--- src/rtl/hall_pattern_gen.sv ---
// rtl/hall_pattern_gen.sv - three-channel Hall-sensor pattern generator with programmable step period
//
// Steps through the six 60-degree Hall sectors, one step every P clocks.
// A new period is staged in a pending register and only becomes active at a
// step boundary (or at once while stopped), so a running step is never
// shortened or stretched.
//
// Ports:
//   i_clk            system clock, rising edge
//   i_reset          asynchronous active-high reset
//   i_enable         1 = run, 0 = freeze counter/sector, suppress pulses
//   i_dir            1 = forward (sector+1), 0 = reverse (sector-1)
//   i_period         requested clocks per step (clamped to >= 2 on capture)
//   i_load           strobe: capture i_period into the pending register
//   i_preset         strobe: force sector to i_preset_sector, clear counter
//   i_preset_sector  preset target; 6 and 7 map to 0
//   o_hall           registered Hall pattern {C,B,A}
//   o_sector         current sector 0..5
//   o_step           one-cycle pulse with each stepping change of o_hall
//   o_rev            one-cycle pulse on sector wrap
//   o_period_active  period currently governing the step length
module hall_pattern_gen #(
  parameter int CNT_W          = 24,
  parameter int DEFAULT_PERIOD = 1000
) (
  input  logic             i_clk,
  input  logic             i_reset,
  input  logic             i_enable,
  input  logic             i_dir,
  input  logic [CNT_W-1:0] i_period,
  input  logic             i_load,
  input  logic             i_preset,
  input  logic [2:0]       i_preset_sector,
  output logic [2:0]       o_hall,
  output logic [2:0]       o_sector,
  output logic             o_step,
  output logic             o_rev,
  output logic [CNT_W-1:0] o_period_active
);

  localparam logic [CNT_W-1:0] DEF_P = CNT_W'(DEFAULT_PERIOD);
  localparam logic [CNT_W-1:0] MIN_P = CNT_W'(2);
  localparam logic [CNT_W-1:0] ONE   = CNT_W'(1);

  function automatic logic [2:0] hall_of(input logic [2:0] s);
    case (s)
      3'd0:    hall_of = 3'b001;
      3'd1:    hall_of = 3'b011;
      3'd2:    hall_of = 3'b010;
      3'd3:    hall_of = 3'b110;
      3'd4:    hall_of = 3'b100;
      3'd5:    hall_of = 3'b101;
      default: hall_of = 3'b001;
    endcase
  endfunction

  logic [CNT_W-1:0] cnt_q, cnt_d;
  logic [CNT_W-1:0] active_q, active_d;
  logic [CNT_W-1:0] pend_q, pend_d;
  logic             pend_valid_q, pend_valid_d;
  logic [2:0]       sector_q, sector_d;
  logic [2:0]       hall_q, hall_d;
  logic             step_q, step_d;
  logic             rev_q, rev_d;

  logic [CNT_W-1:0] period_clamped;
  logic [2:0]       sector_adv;
  logic [2:0]       preset_sec;
  logic             wrap;
  logic             terminal;
  logic             boundary;

  assign period_clamped = (i_period < MIN_P) ? MIN_P : i_period;
  assign preset_sec     = (i_preset_sector > 3'd5) ? 3'd0 : i_preset_sector;
  assign wrap           = i_dir ? (sector_q == 3'd5) : (sector_q == 3'd0);
  assign sector_adv     = i_dir ? (wrap ? 3'd0 : sector_q + 3'd1)
                                : (wrap ? 3'd5 : sector_q - 3'd1);
  // >= rather than == so a period shrunk while stopped cannot leave the
  // counter stranded above the new terminal value.
  assign terminal       = (cnt_q >= active_q - ONE);
  // A step boundary only happens when running and not overridden by preset.
  assign boundary       = i_enable && !i_preset && terminal;

  always_comb begin
    cnt_d        = cnt_q;
    sector_d     = sector_q;
    hall_d       = hall_q;
    step_d       = 1'b0;
    rev_d        = 1'b0;
    active_d     = active_q;
    pend_d       = pend_q;
    pend_valid_d = pend_valid_q;

    if (i_preset) begin
      sector_d = preset_sec;
      hall_d   = hall_of(preset_sec);
      cnt_d    = '0;
    end else if (i_enable) begin
      if (terminal) begin
        cnt_d    = '0;
        sector_d = sector_adv;
        hall_d   = hall_of(sector_adv);
        step_d   = 1'b1;
        rev_d    = wrap;
      end else begin
        cnt_d = cnt_q + ONE;
      end
    end

    if (boundary) begin
      // A load on the boundary cycle bypasses the pending register.
      if (i_load) begin
        active_d = period_clamped;
      end else if (pend_valid_q) begin
        active_d = pend_q;
      end
      pend_valid_d = 1'b0;
    end else if (!i_enable && pend_valid_q) begin
      active_d     = pend_q;
      pend_valid_d = 1'b0;
    end

    if (i_load) begin
      pend_d = period_clamped;
      if (!boundary) begin
        pend_valid_d = 1'b1;
      end
    end
  end

  always_ff @(posedge i_clk or posedge i_reset) begin
    if (i_reset) begin
      cnt_q        <= '0;
      sector_q     <= 3'd0;
      hall_q       <= 3'b001;
      step_q       <= 1'b0;
      rev_q        <= 1'b0;
      active_q     <= DEF_P;
      pend_q       <= DEF_P;
      pend_valid_q <= 1'b0;
    end else begin
      cnt_q        <= cnt_d;
      sector_q     <= sector_d;
      hall_q       <= hall_d;
      step_q       <= step_d;
      rev_q        <= rev_d;
      active_q     <= active_d;
      pend_q       <= pend_d;
      pend_valid_q <= pend_valid_d;
    end
  end

  assign o_hall          = hall_q;
  assign o_sector        = sector_q;
  assign o_step          = step_q;
  assign o_rev           = rev_q;
  assign o_period_active = active_q;

endmodule

--- config.mk ---
export PLATFORM = sky130hd
export DESIGN_NAME = hall_pattern_gen
export DESIGN_NICKNAME = d
export VERILOG_FILES = /design/src/rtl/hall_pattern_gen.sv
export SDC_FILE = /design/constraint.sdc
export NUM_CORES = 1
export LEC_CHECK = 0
export BUFFER_PORTS_ARGS = -buffer_cell sky130_fd_sc_hd__buf_2
export CAP_MARGIN = 20
export CORE_MARGIN = 4
export CORE_UTILIZATION = 63
export DETAILED_ROUTE_END_ITERATION = 10
export GPL_TIMING_DRIVEN = 0
export PLACE_DENSITY = 0.94
export SYNTH_ARGS = -nofsm -noshare
export SYNTH_HDL_FRONTEND = slang
export SYNTH_SLANG_ARGS = --single-unit
--- constraint.sdc ---
create_clock -name i_clk -period 5.62 [get_ports i_clk]
set_input_delay 0.843 -clock i_clk [delete_from_list [all_inputs] [get_ports i_clk]]
set_output_delay 0.843 -clock i_clk [all_outputs]
set_load 0.05 [all_outputs]
==> results.ini, run 1 <==
[cts]
htree_num_levels=3
hold_buffers=0
cts_buffers=9
insertion_delay_ns=0.38
cts_setup_buffers=0
cts-resized-gates=0
clock_path_buffers=2
cts_tree=done
cts_root_buf=clkbuf_8
clock_sinks=81
path_clk_slew_ns=0.09

[timing]
rsz0062_at_grt=no
tightest_slew_ns=0.788
timing.final.crit_share_pct=81.3
setup_viol=0
finalSetupTns_ns=0
slew_violations=0
slew_headroom_pct=47.5
whs_ns=0.384
hold_violations=0
max_freq_mhz=219
setup_ws_ns=1.05
skew_ns=0.0132
fin_crit_ns=4.57

[status]
status=finished clean

[critical_path]
crit_chain=nor4_1, nand2_1, nor3_4, nand2_1, nor3_1, xnor2_1, ha_1, nand4_4, nor2_1, nor4_1, nand3_1, o21ai_2, mux2_2
regToRegSetupSlack_ns=1.05
reg2reg_to=o_hall[1]$_DFFE_PP0P_
r2r-start=o_period_active[4]$_DFFE_PP0P_
start_kind=register
r2r.worst_path.cells=13
critPathRequiredTime_ns=5.89
timing.critical_path.buf_inv=0
end_kind=register
cpMaxStageDelayCell=nor4_1
critical-path-top-delay-family=simple AND/OR/NAND/NOR gates
crit_type=reg2reg
cp_max_fo=8
cpPeakStageDelay_ns=0.58
crit_arrival_ns=4.84

[global_route]
grt-ovfl-total=0
antenna_found_initial=0
grt_pass1_wl_mm=22.6
met1_usage_pct=35.6
grt_max_degree=69
top_usage_layer=met2
grt_use_total_pct=29.0
grt_pass1_vias=4654
use_met3_pct=5.07
gr-usage-met2_pct=47.9

[finish]
final_nets=663
antenna_cells=0
area_growth_pct=13.2
final_util_pct=73.9
drive_above_1_share_pct=21.1

[die]
rows=32
io_pins=65
die_w_microns=97.9
die_area_sq_um=9590
fp.dieH_microns=97.9
coreArea_sq_um=7810
initial_core_util_pct=65.3

[logic_synthesis]
async_flop_share_pct=100
synth.area.top_cells=dfrtp_1, ha_1, dfstp_2, xnor2_1, inv_1
synth_nets=589
syn_inst=522
synth-edff-count=0
yosys_warnings=0
ys_types=55
synth_ff_type=dfrtp_1
synth_largest_area_cell=dfrtp_1
ys_ff_latch=81
yosysTopAreaCellShare_pct=33.4
yosysSeqAreaShare_pct=40.1
yosysMostFrequentCell=dfrtp_1
syn_area_sq_um=5100
synthTopCellsByCount=dfrtp_1, inv_1, nor2_1
syn_area_per_cell_sq_um=9.76

[drt]
dr_total_vias=4495
post-route-drc-count=0
dr.pass1.iters=5
avgRoutedWirePerCell_microns=19.2
drtAntennaViolNets=0
routed_wl_mm=13.5
viasPerCell=6.39
drt_iter0_markers=293

[pwr]
peakVddDrop_mv=0.235
power_mw=1.64
p_leak_nw=2.79
powerDensity_nw_per_um2=284

[worst_hold_path]
min_path_type=in2async

[placed_design]
dp_hpwl_mm=9.88
place_ws_ns=1.16
place.gp.congestion=0.887
port_buffers=62

[run]
maxCapViolCount=0

==> per-layer routing <==
| metal | up-vias | part of all wire (%) |
|---|---|---|
| met5 | - | 0 |
| met4 | 0 | 4.7 |
| met3 | 66 | 8.0 |
| met2 | 257 | 49 |
| met1 | 2156 | 38 |
| li1 | 2016 | - |
==> where the power goes <==
group | leakage [nW] | total [mW] | internal (mW) | switching [mW]
Sequential | 0.982 | 0.702 | 0.647 | 0.0542
Clock | 0.0921 | 0.453 | 0.208 | 0.244
Combinational | 1.72 | 0.481 | 0.149 | 0.333
Total | 2.79 | 1.64 | 1.00 | 0.631
==> layout make-up <==
class                           instances  area, sq um
Multi-Input combinational cell        362         2720
Timing Repair Buffer                   63          338
Clock buffer                            9          124
Fill cell                             498         2040
Sequential cell                        81         2040
Tap cell                              102          128
Inverter                               60          228
Buffer                                 19          113
Clock inverter                          7         78.8
==> worst register-to-register path, cell delays in order, from the launching register on <==
cell and delay [ns]:
dfrtp_1 0.43, nor4_1 0.58, nand2_1 0.33, nor3_4 0.27, nand2_1 0.15, nor3_1 0.24
xnor2_1 0.19, ha_1 0.32, nand4_4 0.15, nor2_1 0.07, nor4_1 0.54, nand3_1 0.41
o21ai_2 0.41, mux2_2 0.37
==> kinds of logic after synthesis <==
| logic type | after synthesis | synth area share, % |
|---|---|---|
| xor gates and xnor gates | 37 | 6.36 |
| adders and majority gates | 34 | 8.35 |
| AOI/OAI and AO/OA | 104 | 16.7 |
| buffers and inverters | 79 | 6.63 |
| and+or+nand+nor | 162 | 16.8 |
| muxes | 25 | 4.98 |
| DFF | 81 | 40.1 |
==> through the flow <==
stage,area [sq um],instances
2_1_floorplan,5100,522
3_3_place_gp,5530,686
3_5_place_dp,5560,687
4_1_cts,5770,703
5_1_grt,5770,703
6_report,5770,703
==> state kept, by name (all words and copies together), names as in the netlist <==
signal           flops
o_sector             3
o_rev                1
o_step               1
pend_q              24
o_hall               3
cnt_q               24
o_period_active     24
pend_valid_q         1
==> layout by cell type, fill, tap and decap left out, types with 9 or more instances in the layout <==
master,instances
dfrtp_1,68
buf_2,65
inv_1,59
nor2_1,46
ha_1,34
a21oi_1,27
xnor2_1,27
nand2_1,26
mux2i_1,22
nand4_1,13
nor3_1,13
nor4_1,13
dfstp_2,13
nand3_1,12
a221oi_1,12
clkbuf_1,11
a221oi_2,11
xor2_1,10
clkbuf_8,9
==> worst max path at each step <==
stage | startpoint | end | slack, ns | cells after the start
final | o_period_active[4]$_DFFE_PP0P_ | o_hall[1]$_DFFE_PP0P_ | 1.05 | 13
after global routing | o_period_active[4]$_DFFE_PP0P_ | o_hall[1]$_DFFE_PP0P_ | 0.92 | 13
after CTS | o_period_active[4]$_DFFE_PP0P_ | o_hall[1]$_DFFE_PP0P_ | 1.14 | 13
after detailed placement | o_period_active[9]$_DFFE_PP1P_ | o_hall[1]$_DFFE_PP0P_ | 1.16 | 14
after global placement | o_period_active[9]$_DFFE_PP1P_ | o_hall[1]$_DFFE_PP0P_ | 1.41 | 14
after floorplan | o_period_active[9]$_DFFE_PP1P_ | o_period_active[10]$_DFFE_PP0P_ | 1.82 | 16
(Power assumes the default switching activity.)
==> run 2: changes to the inputs <==
--- a/config.mk
+++ b/config.mk
@@ -8,10 +8,10 @@
 export BUFFER_PORTS_ARGS = -buffer_cell sky130_fd_sc_hd__buf_2
 export CAP_MARGIN = 20
 export CORE_MARGIN = 4
-export CORE_UTILIZATION = 63
+export CORE_UTILIZATION = 59
 export DETAILED_ROUTE_END_ITERATION = 10
 export GPL_TIMING_DRIVEN = 0
-export PLACE_DENSITY = 0.94
+export PLACE_DENSITY = 0.89
 export SYNTH_ARGS = -nofsm -noshare
 export SYNTH_HDL_FRONTEND = slang
 export SYNTH_SLANG_ARGS = --single-unit
==> constraint.sdc (replaced) <==
create_clock -name i_clk -period 4.25 [get_ports i_clk]
set_input_delay 0.6375 -clock i_clk [delete_from_list [all_inputs] [get_ports i_clk]]
set_output_delay 0.6375 -clock i_clk [all_outputs]
set_load 0.05 [all_outputs]
==> results.ini, run 2 (synthesis results as in run 1) <==
[status]
status=finished clean  ; unchanged

[drt]
avgRoutedWirePerCell_microns=18.4  ; was 19.2 microns
viasPerCell=6.24  ; was 6.39
dr.pass1.iters=5  ; unchanged
drtAntennaViolNets=0  ; unchanged
post-route-drc-count=0  ; unchanged
drt_iter0_markers=172  ; was 293
routed_wl_mm=13.0  ; was 13.5 mm
dr_total_vias=4405  ; was 4495

[die]
die_area_sq_um=10200  ; was 9590 sq um
initial_core_util_pct=61.4  ; was 65.3%
rows=33  ; was 32
fp.dieH_microns=101  ; was 97.9 microns
die_w_microns=101  ; was 97.9 microns
coreArea_sq_um=8300  ; was 7810 sq um
io_pins=65  ; unchanged

[pwr]
powerDensity_nw_per_um2=386  ; was 284 nW/um^2
p_leak_nw=2.84  ; was 2.79 nW
peakVddDrop_mv=0.290  ; was 0.235 mV

[run]
maxCapViolCount=0  ; unchanged

[timing]
slew_headroom_pct=47.6  ; was 47.5%
hold_violations=0  ; unchanged
timing.final.crit_share_pct=95.8  ; was 81.3%
setup_viol=0  ; unchanged
fin_crit_ns=4.07  ; was 4.57 ns
tightest_slew_ns=0.778  ; was 0.788 ns
max_freq_mhz=246  ; was 219 MHz
slew_violations=0  ; unchanged
skew_ns=0.0117  ; was 0.0132 ns

[finish]
final_nets=663  ; unchanged
drive_above_1_share_pct=21.8  ; was 21.1%
antenna_cells=0  ; unchanged
area_growth_pct=14.9  ; was 13.2%
design_area_sq_um=5860  ; was 5770 sq um
multiInputGateArea_sq_um=2750  ; was 2720 sq um
nFillCells=557  ; was 498
seq_area_sq_um=2040  ; unchanged
layout_common_cells=dfrtp_1, buf_2, inv_1  ; unchanged
final_util_pct=70.6  ; was 73.9%
layout_commonest_cell=dfrtp_1  ; unchanged

[placed_design]
place.gp.congestion=0.913  ; was 0.887
dp_hpwl_mm=9.61  ; was 9.88 mm
placed_area_sq_um=5570  ; was 5560 sq um
port_buffers=62  ; unchanged

[global_route]
grt_use_total_pct=26.8  ; was 29.0%
grt-ovfl-total=0  ; unchanged
antenna_found_initial=0  ; unchanged
grt_pass1_wl_mm=21.7  ; was 22.6 mm
grt_pass1_vias=4574  ; was 4654
grt_max_degree=67  ; was 69

[critical_path]
crit_arrival_ns=4.32  ; was 4.84 ns
r2r.worst_path.cells=16  ; was 13
regToRegSetupSlack_ns=0.18  ; was 1.05 ns
cpMaxStageDelayCell=dfstp_2  ; was nor4_1
crit_chain=or3_1, or3_1, buf_2, nor3_4, nand2_1, nor3_1, xnor2_1, ha_1, a21oi_1, o21ai_0, nor4_4, and2_1, buf_6, a21oi_4, buf_6, a221oi_1  ; was nor4_1, nand2_1, nor3_4, nand2_1, nor3_1, xnor2_1, ha_1, nand4_4, nor2_1, nor4_1, nand3_1, o21ai_2, mux2_2
cpPeakStageDelay_ns=0.40  ; was 0.58 ns
reg2reg_to=o_period_active[2]$_DFFE_PP0P_  ; was o_hall[1]$_DFFE_PP0P_
crit_type=reg2reg  ; unchanged
cp_max_fo=10  ; was 8
r2r-start=o_period_active[9]$_DFFE_PP1P_  ; was o_period_active[4]$_DFFE_PP0P_
end_kind=register  ; unchanged
critPathRequiredTime_ns=4.50  ; was 5.89 ns
start_kind=register  ; unchanged

[cts]
insertion_delay_ns=0.37  ; was 0.38 ns
cts_root_buf=clkbuf_8  ; unchanged
clock_sinks=81  ; unchanged
htree_num_levels=3  ; unchanged
cts_buffers=9  ; unchanged
cts_setup_buffers=0  ; unchanged
clock_path_buffers=2  ; unchanged
cts_tree=done  ; unchanged
hold_buffers=0  ; unchanged
path_clk_slew_ns=0.09  ; about the same

[worst_hold_path]
min_path_type=in2async  ; unchanged

## run 2: how the worst max path moves through the flow
stage / cells past startpoint / slack, ns / end / startpoint
global placement: 13 / 0.01 / o_hall[1]$_DFFE_PP0P_ / o_period_active[4]$_DFFE_PP0P_
floorplan: 16 / 0.45 / o_period_active[10]$_DFFE_PP0P_ / o_period_active[9]$_DFFE_PP1P_
CTS: 16 / 0.12 / o_period_active[15]$_DFFE_PP0P_ / o_period_active[9]$_DFFE_PP1P_
finish: 16 / 0.18 / o_period_active[2]$_DFFE_PP0P_ / o_period_active[9]$_DFFE_PP1P_
global route: 16 / -0.04 / o_period_active[2]$_DFFE_PP0P_ / o_period_active[9]$_DFFE_PP1P_
detailed placement: 14 / -0.17 / o_hall[1]$_DFFE_PP0P_ / o_period_active[9]$_DFFE_PP1P_
## run 2: cell type report
type / count / share of cell area [%]
multi-input cells: 362 / 47.0
flip-flops and latches: 81 / 34.9
repair buffers: 63 / 5.77
inverters: 60 / 3.89
well taps: 105 / 2.24
clock inverters: 7 / 2.14
clock buffers: 9 / 2.12
plain buffers: 19 / 1.92
## run 2: per-layer routing
metal / up-vias / track usage [%] / wire (microns)
met1: 2138 / 33.5 / 5230
met5: - / 0 / 0
li1: 2019 / - / -
met3: 44 / 2.84 / 761
met4: 0 / 12.7 / 454
met2: 204 / 46.5 / 6530
## run 2: power breakdown
| group | internal [mW] | total (mW) | leakage, nW | switching, mW |
|---|---|---|---|---|
| Clock | 0.396 | 0.708 | 0.124 | 0.311 |
| Sequential | 0.856 | 0.930 | 0.982 | 0.0741 |
| Combinational | 0.196 | 0.624 | 1.73 | 0.428 |
## run 2: timing repair
item | 4_1_cts | 5_1_grt
pin swaps | 0 | 1
endpoints found under the setup margin | 6 | 37
gates cloned | 0 | 0
resized for setup | 2 | 4
## run 2: metrics by stage
| step | instances | worst slack, ns | power (mW) | TNS, ns | hold WS, ns |
|---|---|---|---|---|---|
| CTS | 706 | 0.120 | 2.25 | 0 | 0.200 |
| detailed placement | 690 | -0.174 | 1.56 | -0.565 | 0.496 |
| finish | 706 | 0.179 | 2.26 | 0 | 0.193 |
| global placement | 689 | 0.0118 | 1.52 | 0 | 0.489 |
| global route | 706 | -0.0409 | 2.35 | -0.112 | 0.212 |
| floorplan | 522 | 0.452 | 1.39 | 0 | 0.472 |
## run 2: critical path: cells and delay by family, from the launching register on
| family | cells | cell delay, ns |
|---|---|---|
| fa+ha+maj | 1 | 0.30 |
| flops | 1 | 0.40 |
| compound gates | 4 | 0.79 |
| simple gates | 7 | 1.79 |
| xor+xnor | 1 | 0.16 |
| buf+inv | 3 | 0.50 |
